==> src/rtl/vga_pkg.sv <==
// Shared colour, channel and fade definitions for the emblem overlay path.
package vga_pkg;

   // 6-bit colour words are packed {R1,G1,B1,R0,G0,B0}
   localparam logic [5:0] COLOR_TRANSPARENT = 6'b100001;
   localparam logic [5:0] COLOR_BLACK       = 6'b000000;

   // Bit positions of each channel's high and low bit inside a colour word
   localparam int R1_BIT = 5;
   localparam int G1_BIT = 4;
   localparam int B1_BIT = 3;
   localparam int R0_BIT = 2;
   localparam int G0_BIT = 1;
   localparam int B0_BIT = 0;

   // Fully faded-in blend level; levels run 0..FADE_MAX
   localparam logic [2:0] FADE_MAX = 3'd4;

   typedef enum logic [1:0] {
      HIDDEN   = 2'd0,
      FADE_IN  = 2'd1,
      SHOWN    = 2'd2,
      FADE_OUT = 2'd3
   } fade_state_t;

   // One 2-bit channel: (e*L + b*(4-L)) >> 2, all terms fit in 4 bits (max 12)
   function automatic logic [1:0] blend_chan(input logic [1:0] e,
                                             input logic [1:0] b,
                                             input logic [2:0] lvl);
      logic [3:0] sum;
      sum = ({2'b00, e} * {1'b0, lvl}) + ({2'b00, b} * ({1'b0, FADE_MAX} - {1'b0, lvl}));
      return sum[3:2];
   endfunction

endpackage

==> src/rtl/fade_ctrl.sv <==
// Frame-driven fade controller: detects the start of each vsync pulse,
// counts frames between level steps and walks the blend level 0..4.
module fade_ctrl
   import vga_pkg::*;
#(
   parameter int FRAMES_PER_STEP = 8,
   parameter bit SYNC_ACTIVE_LOW = 1'b1
) (
   input  logic       clk,
   input  logic       rst,
   input  logic       vsync,
   input  logic       show,
   output logic [2:0] fade_level,
   output logic       fading
);

   localparam logic       VS_ASSERTED = SYNC_ACTIVE_LOW ? 1'b0 : 1'b1;
   localparam logic [7:0] CNT_LAST    = 8'(FRAMES_PER_STEP - 1);

   logic        vsync_prev;
   logic        frame_tick;
   logic        step_tick;
   logic [7:0]  frame_cnt;
   fade_state_t state;
   fade_state_t state_next;
   logic [2:0]  level_next;
   logic        fading_next;

   // A frame begins when the stage-1 vsync enters its asserted level
   assign frame_tick = (vsync == VS_ASSERTED) && (vsync_prev != VS_ASSERTED);
   assign step_tick  = frame_tick && (frame_cnt == CNT_LAST);

   // Vsync history starts deasserted so reset release cannot fake a frame start
   always_ff @(posedge clk or posedge rst) begin
      if (rst) begin
         vsync_prev <= ~VS_ASSERTED;
      end else begin
         vsync_prev <= vsync;
      end
   end

   // Frame counter free-runs across direction changes and wraps on the step tick
   always_ff @(posedge clk or posedge rst) begin
      if (rst) begin
         frame_cnt <= 8'd0;
      end else if (step_tick) begin
         frame_cnt <= 8'd0;
      end else if (frame_tick) begin
         frame_cnt <= frame_cnt + 8'd1;
      end else begin
         frame_cnt <= frame_cnt;
      end
   end

   // Next state and level: a show change wins over a pending step, level saturates at 0 and 4
   always_comb begin
      state_next = state;
      level_next = fade_level;
      case (state)
         HIDDEN: begin
            if (show) begin
               state_next = FADE_IN;
            end else begin
               state_next = HIDDEN;
            end
         end
         FADE_IN: begin
            if (!show) begin
               state_next = FADE_OUT;
            end else if (fade_level >= FADE_MAX) begin
               state_next = SHOWN;
            end else if (step_tick) begin
               level_next = fade_level + 3'd1;
               if (fade_level == (FADE_MAX - 3'd1)) begin
                  state_next = SHOWN;
               end else begin
                  state_next = FADE_IN;
               end
            end else begin
               state_next = FADE_IN;
            end
         end
         SHOWN: begin
            if (!show) begin
               state_next = FADE_OUT;
            end else begin
               state_next = SHOWN;
            end
         end
         FADE_OUT: begin
            if (show) begin
               state_next = FADE_IN;
            end else if (fade_level == 3'd0) begin
               state_next = HIDDEN;
            end else if (step_tick) begin
               level_next = fade_level - 3'd1;
               if (fade_level == 3'd1) begin
                  state_next = HIDDEN;
               end else begin
                  state_next = FADE_OUT;
               end
            end else begin
               state_next = FADE_OUT;
            end
         end
         default: begin
            state_next = HIDDEN;
            level_next = 3'd0;
         end
      endcase
      fading_next = (state_next == FADE_IN) || (state_next == FADE_OUT);
   end

   // State, level and fading flag are all registered outputs
   always_ff @(posedge clk or posedge rst) begin
      if (rst) begin
         state      <= HIDDEN;
         fade_level <= 3'd0;
         fading     <= 1'b0;
      end else begin
         state      <= state_next;
         fade_level <= level_next;
         fading     <= fading_next;
      end
   end

endmodule

==> src/rtl/overlay_mixer.sv <==
// Two-stage compositor: registers the pixel inputs, keys and blends the emblem
// over the background at the current fade level, blanks and packs for TinyVGA.
module overlay_mixer
   import vga_pkg::*;
#(
   parameter int FRAMES_PER_STEP = 8,
   parameter bit SYNC_ACTIVE_LOW = 1'b1
) (
   input  logic       clk,
   input  logic       rst,
   input  logic       hsync,
   input  logic       vsync,
   input  logic       active,
   input  logic [5:0] emblem_rgb,
   input  logic [5:0] bg_rgb,
   input  logic       show,
   output logic [7:0] uo_out,
   output logic [2:0] fade_level,
   output logic       fading
);

   localparam logic SYNC_IDLE = SYNC_ACTIVE_LOW ? 1'b1 : 1'b0;

   logic       hsync_s1;
   logic       vsync_s1;
   logic       active_s1;
   logic [5:0] emblem_s1;
   logic [5:0] bg_s1;

   logic [5:0] key_rgb;
   logic [1:0] r_mix;
   logic [1:0] g_mix;
   logic [1:0] b_mix;
   logic [5:0] pix;

   // Stage 1: capture every pixel-aligned input together
   always_ff @(posedge clk or posedge rst) begin
      if (rst) begin
         hsync_s1  <= SYNC_IDLE;
         vsync_s1  <= SYNC_IDLE;
         active_s1 <= 1'b0;
         emblem_s1 <= COLOR_BLACK;
         bg_s1     <= COLOR_BLACK;
      end else begin
         hsync_s1  <= hsync;
         vsync_s1  <= vsync;
         active_s1 <= active;
         emblem_s1 <= emblem_rgb;
         bg_s1     <= bg_rgb;
      end
   end

   fade_ctrl #(
      .FRAMES_PER_STEP (FRAMES_PER_STEP),
      .SYNC_ACTIVE_LOW (SYNC_ACTIVE_LOW)
   ) u_fade_ctrl (
      .clk        (clk),
      .rst        (rst),
      .vsync      (vsync_s1),
      .show       (show),
      .fade_level (fade_level),
      .fading     (fading)
   );

   // Key out the transparent code by substituting the background, then blend and blank
   always_comb begin
      if (emblem_s1 == COLOR_TRANSPARENT) begin
         key_rgb = bg_s1;
      end else begin
         key_rgb = emblem_s1;
      end
      r_mix = blend_chan({key_rgb[R1_BIT], key_rgb[R0_BIT]}, {bg_s1[R1_BIT], bg_s1[R0_BIT]}, fade_level);
      g_mix = blend_chan({key_rgb[G1_BIT], key_rgb[G0_BIT]}, {bg_s1[G1_BIT], bg_s1[G0_BIT]}, fade_level);
      b_mix = blend_chan({key_rgb[B1_BIT], key_rgb[B0_BIT]}, {bg_s1[B1_BIT], bg_s1[B0_BIT]}, fade_level);
      if (active_s1) begin
         pix = {r_mix[1], g_mix[1], b_mix[1], r_mix[0], g_mix[0], b_mix[0]};
      end else begin
         pix = COLOR_BLACK;
      end
   end

   // Stage 2: pack colour and delay-matched syncs in PMOD order
   always_ff @(posedge clk or posedge rst) begin
      if (rst) begin
         uo_out <= {SYNC_IDLE, 3'b000, SYNC_IDLE, 3'b000};
      end else begin
         uo_out <= {hsync_s1, pix[B0_BIT], pix[G0_BIT], pix[R0_BIT],
                    vsync_s1, pix[B1_BIT], pix[G1_BIT], pix[R1_BIT]};
      end
   end

endmodule

==> config.mk <==
export PLATFORM = sky130hd
export DESIGN_NAME = overlay_mixer
export DESIGN_NICKNAME = d
export VERILOG_FILES = /design/src/rtl/vga_pkg.sv /design/src/rtl/fade_ctrl.sv /design/src/rtl/overlay_mixer.sv
export SDC_FILE = /design/constraint.sdc
export NUM_CORES = 1
export LEC_CHECK = 0
export ABC_AREA = 1
export BUFFER_PORTS_ARGS = -buffer_cell sky130_fd_sc_hd__buf_2
export CORE_ASPECT_RATIO = 0.7
export CORE_MARGIN = 2
export CORE_UTILIZATION = 62
export DETAILED_ROUTE_END_ITERATION = 10
export PLACE_DENSITY = 0.91
export SETUP_SLACK_MARGIN = 0.1
export SYNTH_ARGS = -nofsm -noshare
export SYNTH_HDL_FRONTEND = slang
export SYNTH_SLANG_ARGS = --single-unit
==> constraint.sdc <==
create_clock -name clk -period 5.1 [get_ports clk]
set_input_delay 0.51 -clock clk [delete_from_list [all_inputs] [get_ports clk]]
set_output_delay 0.51 -clock clk [all_outputs]
set_load 0.01 [all_outputs]
==> results of run 1 <==
==> through the flow <==
stage / area [µm²] / utilization / std cells
floorplan: 2430 / - / 297
global placement: 2610 / 0.720 / 373
detailed placement: 2610 / 0.720 / 373
CTS: 2720 / 0.750 / 381
global route: 2720 / 0.750 / 381
finish: 2720 / 0.750 / 381
==> layout make-up <==
cell class | instances | area, µm²
clock buffers | 6 | 72.6
multi-input cells | 201 | 1280
flip-flops and latches | 36 | 906
repair buffers | 30 | 153
inverters | 56 | 210
fillers | 296 | 907
clock inverters | 2 | 35.0
well taps | 50 | 62.6
==> registers in the layout (all words and copies together) (netlist names) <==
signal / count
active_s1: 1
bg_s1: 6
emblem_s1: 6
hsync_s1: 1
u_fade_ctrl.fade_level: 3
u_fade_ctrl.fading: 1
u_fade_ctrl.frame_cnt: 8
u_fade_ctrl.state: 1
uo_out: 8
vsync_s1: 1
==> placed cells by master (no fill, tap or decap), types with 3 or more instances in the layout <==
cell / count
dfrtp_1: 32
nand4_1: 7
nand2_2: 4
nor3_1: 3
o21ai_0: 7
clkbuf_8: 5
nor2_1: 21
nand3b_1: 4
nand2_1: 74
ha_1: 10
dfstp_2: 4
inv_1: 54
buf_2: 29
a21oi_1: 7
nand3_1: 27
xor2_1: 3
nand3_2: 3
fa_1: 12
==> routing by layer <==
layer	wire (µm)	share of wire
met1	2320	0.47
met3	355	0.072
met5	0	0
met4	57	0.012
met2	2180	0.44
==> kinds of logic after synthesis <==
logic type                 synth area share
AOI/OAI and AO/OA                    0.0475
xor gates and xnor gates             0.0181
adders and majority gates             0.151
buffers and inverters                0.0990
DFF                                   0.373
muxes                               0.00413
and+or+nand+nor                       0.307
==> report_power, final <==
group	total (mW)	internal, mW	leakage [nW]	switching [mW]
registers	0.420	0.345	0.440	0.0755
logic	0.656	0.255	1.01	0.401
clock network	0.251	0.145	0.0552	0.106
total	1.33	0.744	1.51	0.582
==> worst register-to-register path, cell delays in order (launching register included) <==
cell and delay, ns:
dfrtp_1 0.61, inv_2 0.11, ha_1 0.24, ha_1 0.40, nand2_1 0.10, inv_1 0.06, fa_1 0.51, inv_1 0.06
fa_1 0.50, fa_1 0.46, inv_1 0.07, nand2_1 0.06, nand2_1 0.07, nand2_1 0.06, nand2_1 0.06, nand2_1 0.04
nand2_1 0.05, inv_1 0.05, a21oi_1 0.12, nor2_1 0.06
==> worst max-delay path by stage <==
stage | start | end | slack (ns) | cells after the start
detailed placement | u_fade_ctrl.fade_level[0]$_DFFE_PP0P_ | uo_out[0]$_DFF_PP0_ | 1.38 | 19
global route | u_fade_ctrl.fade_level[0]$_DFFE_PP0P_ | uo_out[0]$_DFF_PP0_ | 1.07 | 20
floorplan | u_fade_ctrl.fade_level[0]$_DFFE_PP0P_ | uo_out[0]$_DFF_PP0_ | 1.66 | 20
CTS | u_fade_ctrl.fade_level[0]$_DFFE_PP0P_ | uo_out[0]$_DFF_PP0_ | 1.34 | 19
finish | u_fade_ctrl.fade_level[0]$_DFFE_PP0P_ | uo_out[0]$_DFF_PP0_ | 1.32 | 19
global placement | u_fade_ctrl.fade_level[0]$_DFFE_PP0P_ | uo_out[0]$_DFF_PP0_ | 1.53 | 19
==> results by group, run 1 <==
Yosys
  – Netlist cell types: 34
  – Synth warn: 0
  – Yosys top cell by area: dfrtp_1
  – Number of synthesized flops with an enable pin: 0
  – Post-synth ARST share: 1.00
  – Yosys reg bits: 36
  – Mapped Avg Cell Area: 8.17 µm²
  – Seq/Total Area, Yosys: 0.373
  – Synthesized Nets: 337
  – Yosys top cell area share: 0.330
  – Synth top cells by count: 74 x nand2_1, 54 x inv_1, 32 x dfrtp_1
  – Synthesized cell area: 0.00243 mm²
  – Post-synth top flop: dfrtp_1
  – Mapped Cells: 297
  – Synth area leaders: dfrtp_1 33%, nand2_1 11%, fa_1 9.9%, inv_1 8.4%, nand3_1 5.6%
  – Count leader, synth: nand2_1

Worst setup path
  – R2r setup slk: 1.32 ns
  – Critical path data required time: 5.28 ns
  – Bufs and invs on worst path: 5
  – Reg-to-reg startpoint: u_fade_ctrl.fade_level[0]$_DFFE_PP0P_
  – Critical path endpoint category: flop
  – Crit path largest cell delay: 0.61 ns
  – Reg2reg path depth: 19
  – CP Launch Type: flop
  – Data arrival, critical path: 3.96 ns
  – CP delay by family, top: adder cells
  – R2R Path End: uo_out[0]$_DFF_PP0_
  – CP most frequent cell: nand2_1
  – Crit path kind: flop to flop
  – Crit path cell chain: inv_2 -> ha_1 -> ha_1 -> nand2_1 -> inv_1 -> fa_1 -> inv_1 -> fa_1 -> fa_1 -> inv_1 -> nand2_1 -> nand2_1 -> nand2_1 -> nand2_1 -> nand2_1 -> nand2_1 -> inv_1 -> a21oi_1 -> nor2_1
  – Max FO, Critical Path: 13
  – CP max-delay cell: dfrtp_1

Global route
  – Largest net degree at the start of global routing: 37
  – Global-route wire length before repair: 8730 µm
  – Met2 usage: 0.383
  – Met3 Track Usage GR: 0.0643
  – Global route hottest layer: met2
  – Vias in the first global route: 1,949
  – M1 GR Usage: 0.363
  – Total Routing Usage GR: 0.253
  – Initial antenna violation count: 0
  – Global route overflow: 0

STA
  – Setup violators final: 0
  – Relative max-transition margin: 0.674
  – Fin crit period: 3.78 ns
  – Final slew viol count: 0
  – Fmax: 265 MHz
  – Hold Slack: 0.299 ns
  – Period utilisation layout: 0.741
  – RSZ-0062 raised after global routing: no
  – Final setup skew: 0.00570 ns
  – Final Hold Viols: 0
  – Final worst slack: 1.32 ns
  – Sum Neg Setup Slack: 0 ns
  – Worst slew pin tran: 0.488 ns

Power and ir drop
  – Worst ir drop on vdd: 0.000280 V
  – P_leak: 1.51 nW
  – Total chip power: 1.33 mW
  – PD cells: 488 mW/mm²

Detailed routing
  – DRT Wirelength: 4920 µm
  – Vias/cell: 5.31
  – Detailed-router iteration count before antenna repair: 4
  – Vias: 2,023
  – Routed Antenna Nets: 0
  – DRT iter0 DRCs: 151
  – Residual DRC count: 0
  – Routed WL per cell: 12.9 µm

Clock tree
  – TritonCTS clock tree: done
  – Worst skew pair latency: 0.30 ns
  – Worst-path clk slew: 0.08 ns
  – Clk sinks: 36
  – Post-CTS setup repair buffer count: 0
  – CTS Root Cell: clkbuf_8
  – CTS resizes: 0
  – Total CTS buffers: 5
  – H-tree Lvls: 2
  – Hold buffer count at cts: 0
  – CTS Buffer Depth: 2

Min path
  – HP Class: input port to asynchronous set/reset pin

Finish
  – Antenna diode count: 0
  – Share of cells above drive strength 1: 0.187
  – Layout Nets: 370
  – Layout area overhead: 12.1%

Floorplanning
  – Starting Density: 0.669
  – Die extent in y: 56.3 µm
  – I/O pins: 30
  – Die width: 78.8 µm
  – Core Area: 0.00363 mm²
  – # rows: 18
  – Die ar.: 0.00444 mm²

Placement
  – DP Worst Slack: 1.38 ns
  – GP Congestion: 0.897
  – Final HPWL from detailed placement: 3650 µm
  – Port bufs: 29

Status
  – Outcome: complete, no violations

Run
  – MaxCap Viol Count: 0
(Power assumes the default switching activity.)
==> inputs of run 2 (changes only) <==
--- a/config.mk
+++ b/config.mk
@@ -9,9 +9,9 @@
 export BUFFER_PORTS_ARGS = -buffer_cell sky130_fd_sc_hd__buf_2
 export CORE_ASPECT_RATIO = 0.7
 export CORE_MARGIN = 2
-export CORE_UTILIZATION = 62
+export CORE_UTILIZATION = 52
 export DETAILED_ROUTE_END_ITERATION = 10
-export PLACE_DENSITY = 0.91
+export PLACE_DENSITY = 0.83
 export SETUP_SLACK_MARGIN = 0.1
 export SYNTH_ARGS = -nofsm -noshare
 export SYNTH_HDL_FRONTEND = slang
==> constraint.sdc (replaced) <==
create_clock -name clk -period 3.2 [get_ports clk]
set_input_delay 0.32 -clock clk [delete_from_list [all_inputs] [get_ports clk]]
set_output_delay 0.32 -clock clk [all_outputs]
set_load 0.01 [all_outputs]
==> run 2 against run 1 <==
Against the previous run: die area rose by 18%; sequential share of layout area decreased by 2.6 points; non-clock buffer count increased by 15; setup slack lost 1.3 ns; global-route usage is 3.3 points lower; register-to-register slack got worse by 1.3 ns; clock-buffer cell count fell by 1; core utilization fell by 8.1 points; sequential power is 52% higher; critical path type unchanged; largest cell class unchanged; largest power group unchanged.
==> results by group, run 2 (same netlist as run 1, synthesis figures left out) <==
Status
  – Outcome: complete, no violations

Clock tree
  – CTS Buffer Depth: 2
  – Clk sinks: 36
  – CTS Root Cell: clkbuf_8
  – Worst skew pair latency: 0.30 ns
  – TritonCTS clock tree: done
  – H-tree Lvls: 2
  – Worst-path clk slew: 0.08 ns
  – Total CTS buffers: 5

Placement
  – DP Worst Slack: 0.0941 ns
  – Port bufs: 29
  – Placed Area: 0.00268 mm²
  – GP Congestion: 0.857
  – Final HPWL from detailed placement: 3870 µm

Detailed routing
  – Vias/cell: 5.23
  – Routed WL per cell: 13.9 µm
  – DRT Wirelength: 5560 µm
  – Routed Antenna Nets: 0
  – Vias: 2,097
  – Residual DRC count: 0
  – DRT iter0 DRCs: 134
  – Detailed-router iteration count before antenna repair: 5

Worst setup path
  – R2r setup slk: 0.004 ns
  – CP Launch Type: flop
  – Max FO, Critical Path: 4
  – Critical path endpoint category: flop
  – Crit path kind: flop to flop
  – R2R Path End: uo_out[1]$_DFF_PP0_
  – Worst setup endpoint: uo_out[1]$_DFF_PP0_
  – Reg2reg path depth: 19
  – Data arrival, critical path: 3.39 ns
  – Reg-to-reg startpoint: emblem_s1[1]$_DFF_PP0_
  – Critical Path Source: emblem_s1[1]$_DFF_PP0_
  – Critical path data required time: 3.39 ns

Power and ir drop
  – Worst ir drop on vdd: 0.000485 V
  – P_leak: 1.58 nW
  – PD cells: 798 mW/mm²
  – Total chip power: 2.35 mW

Floorplanning
  – Die width: 85.6 µm
  – Die extent in y: 61.1 µm
  – Core Area: 0.00440 mm²
  – # rows: 20
  – Starting Density: 0.551
  – I/O pins: 30
  – Die ar.: 0.00524 mm²

STA
  – Fin crit period: 3.20 ns
  – Final worst slack: 0.00415 ns
  – Final setup skew: 0.00439 ns
  – Fmax: 313 MHz
  – Final slew viol count: 0
  – Relative max-transition margin: 0.687
  – Sum Neg Setup Slack: 0 ns
  – Worst slew pin tran: 0.469 ns
  – Period utilisation layout: 0.999
  – Setup violators final: 0
  – RSZ-0062 raised after global routing: yes
  – Final Hold Viols: 0

Global route
  – Total Routing Usage GR: 0.221
  – Largest net degree at the start of global routing: 37
  – Vias in the first global route: 1,837
  – Global route overflow: 0
  – Initial antenna violation count: 0
  – Global-route wire length before repair: 8710 µm

Finish
  – Area occupied by multi-input gates: 0.00138 mm²
  – Commonest non-fill, non-tap cells in the layout: 68 x nand2_1, 47 x inv_1, 32 x dfrtp_1
  – Storage cell area: 906 µm²
  – Layout area overhead: 21.5%
  – Core Util, Final: 0.669
  – Share of cells above drive strength 1: 0.295
  – Fin area: 0.00295 mm²
  – Antenna diode count: 0
  – Fillers: 332
  – Layout Nets: 385
  – Most common cell after layout, fill and taps aside: nand2_1
  – Largest regs: u_fade_ctrl.frame_cnt x8, uo_out x8

Min path
  – HP Class: input port to asynchronous set/reset pin

Run
  – MaxCap Viol Count: 0
-- run 2: cell count changes in the layout (fill, tap and decap cells not counted), sizes merged --
cell	previous run	this run
buf	30	45
clkbuf	6	5
clkinvlp	0	1
-- run 2: metal layers --
metal  up-vias  wire (µm)  part of all wire  track usage
met4         0         66             0.012       0.0839
met2        86       2490              0.45        0.353
met1       985       2620              0.47        0.311
li1       1017          -                 -            -
met3         9        384             0.069       0.0375
met5         -          0                 0            0
-- run 2: worst max-delay path: stages, from the launching register on --
cell	delay [ns]
dfrtp_1	0.44
inv_2	0.10
nand2_2	0.06
nor2_4	0.20
buf_6	0.13
nand3_2	0.07
a21oi_2	0.16
fa_1	0.45
fa_1	0.50
fa_2	0.40
inv_1	0.07
nand2_1	0.06
nand2_1	0.06
nand2_1	0.06
nand2_1	0.06
nand2_1	0.04
nand2_1	0.07
nand3_1	0.08
nand2_1	0.07
nor2_1	0.04
-- run 2: report_power, final --
| group | switching (mW) | internal, mW |
|---|---|---|
| clock network | 0.181 | 0.231 |
| logic | 0.757 | 0.547 |
| registers | 0.0873 | 0.550 |
-- run 2: cell type report --
| cell class | instances | area share |
|---|---|---|
| multi-input combinational | 201 | 0.467 |
| sequential | 36 | 0.307 |
| timing repair buffer | 45 | 0.0925 |
| inverter | 56 | 0.0722 |
| clock buffer | 5 | 0.0233 |
| tap | 55 | 0.0233 |
| clock inverter | 3 | 0.0144 |
-- run 2: worst min path at each step --
stage / start / to / slack (ns) / depth (start not counted)
3_5_place_dp: hsync_s1$_DFF_PP1_ / uo_out[7]$_DFF_PP1_ / 0.35 / 0
5_1_grt: hsync / hsync_s1$_DFF_PP1_ / 0.09 / 1
2_1_floorplan: hsync / hsync_s1$_DFF_PP1_ / 0.32 / 0
6_report: rst / u_fade_ctrl.frame_cnt[0]$_DFFE_PP0P_ / 0.12 / 3
4_1_cts: hsync / hsync_s1$_DFF_PP1_ / 0.11 / 1
3_3_place_gp: hsync_s1$_DFF_PP1_ / uo_out[7]$_DFF_PP1_ / 0.35 / 0
-- run 2: per-stage QoR --
step | hold WS (ns) | cells
after floorplan | 0.324 | 297
after global placement | 0.348 | 382
after detailed placement | 0.349 | 382
after CTS | 0.108 | 391
after global routing | 0.0943 | 401
final | 0.115 | 401
-- run 2: repair_timing --
item	in CTS	in global routing
endpoints found under the setup margin	3	3
hold buffers	0	0
setup buffers	1	10
gates resized for setup	1	23
pin swaps	0	11
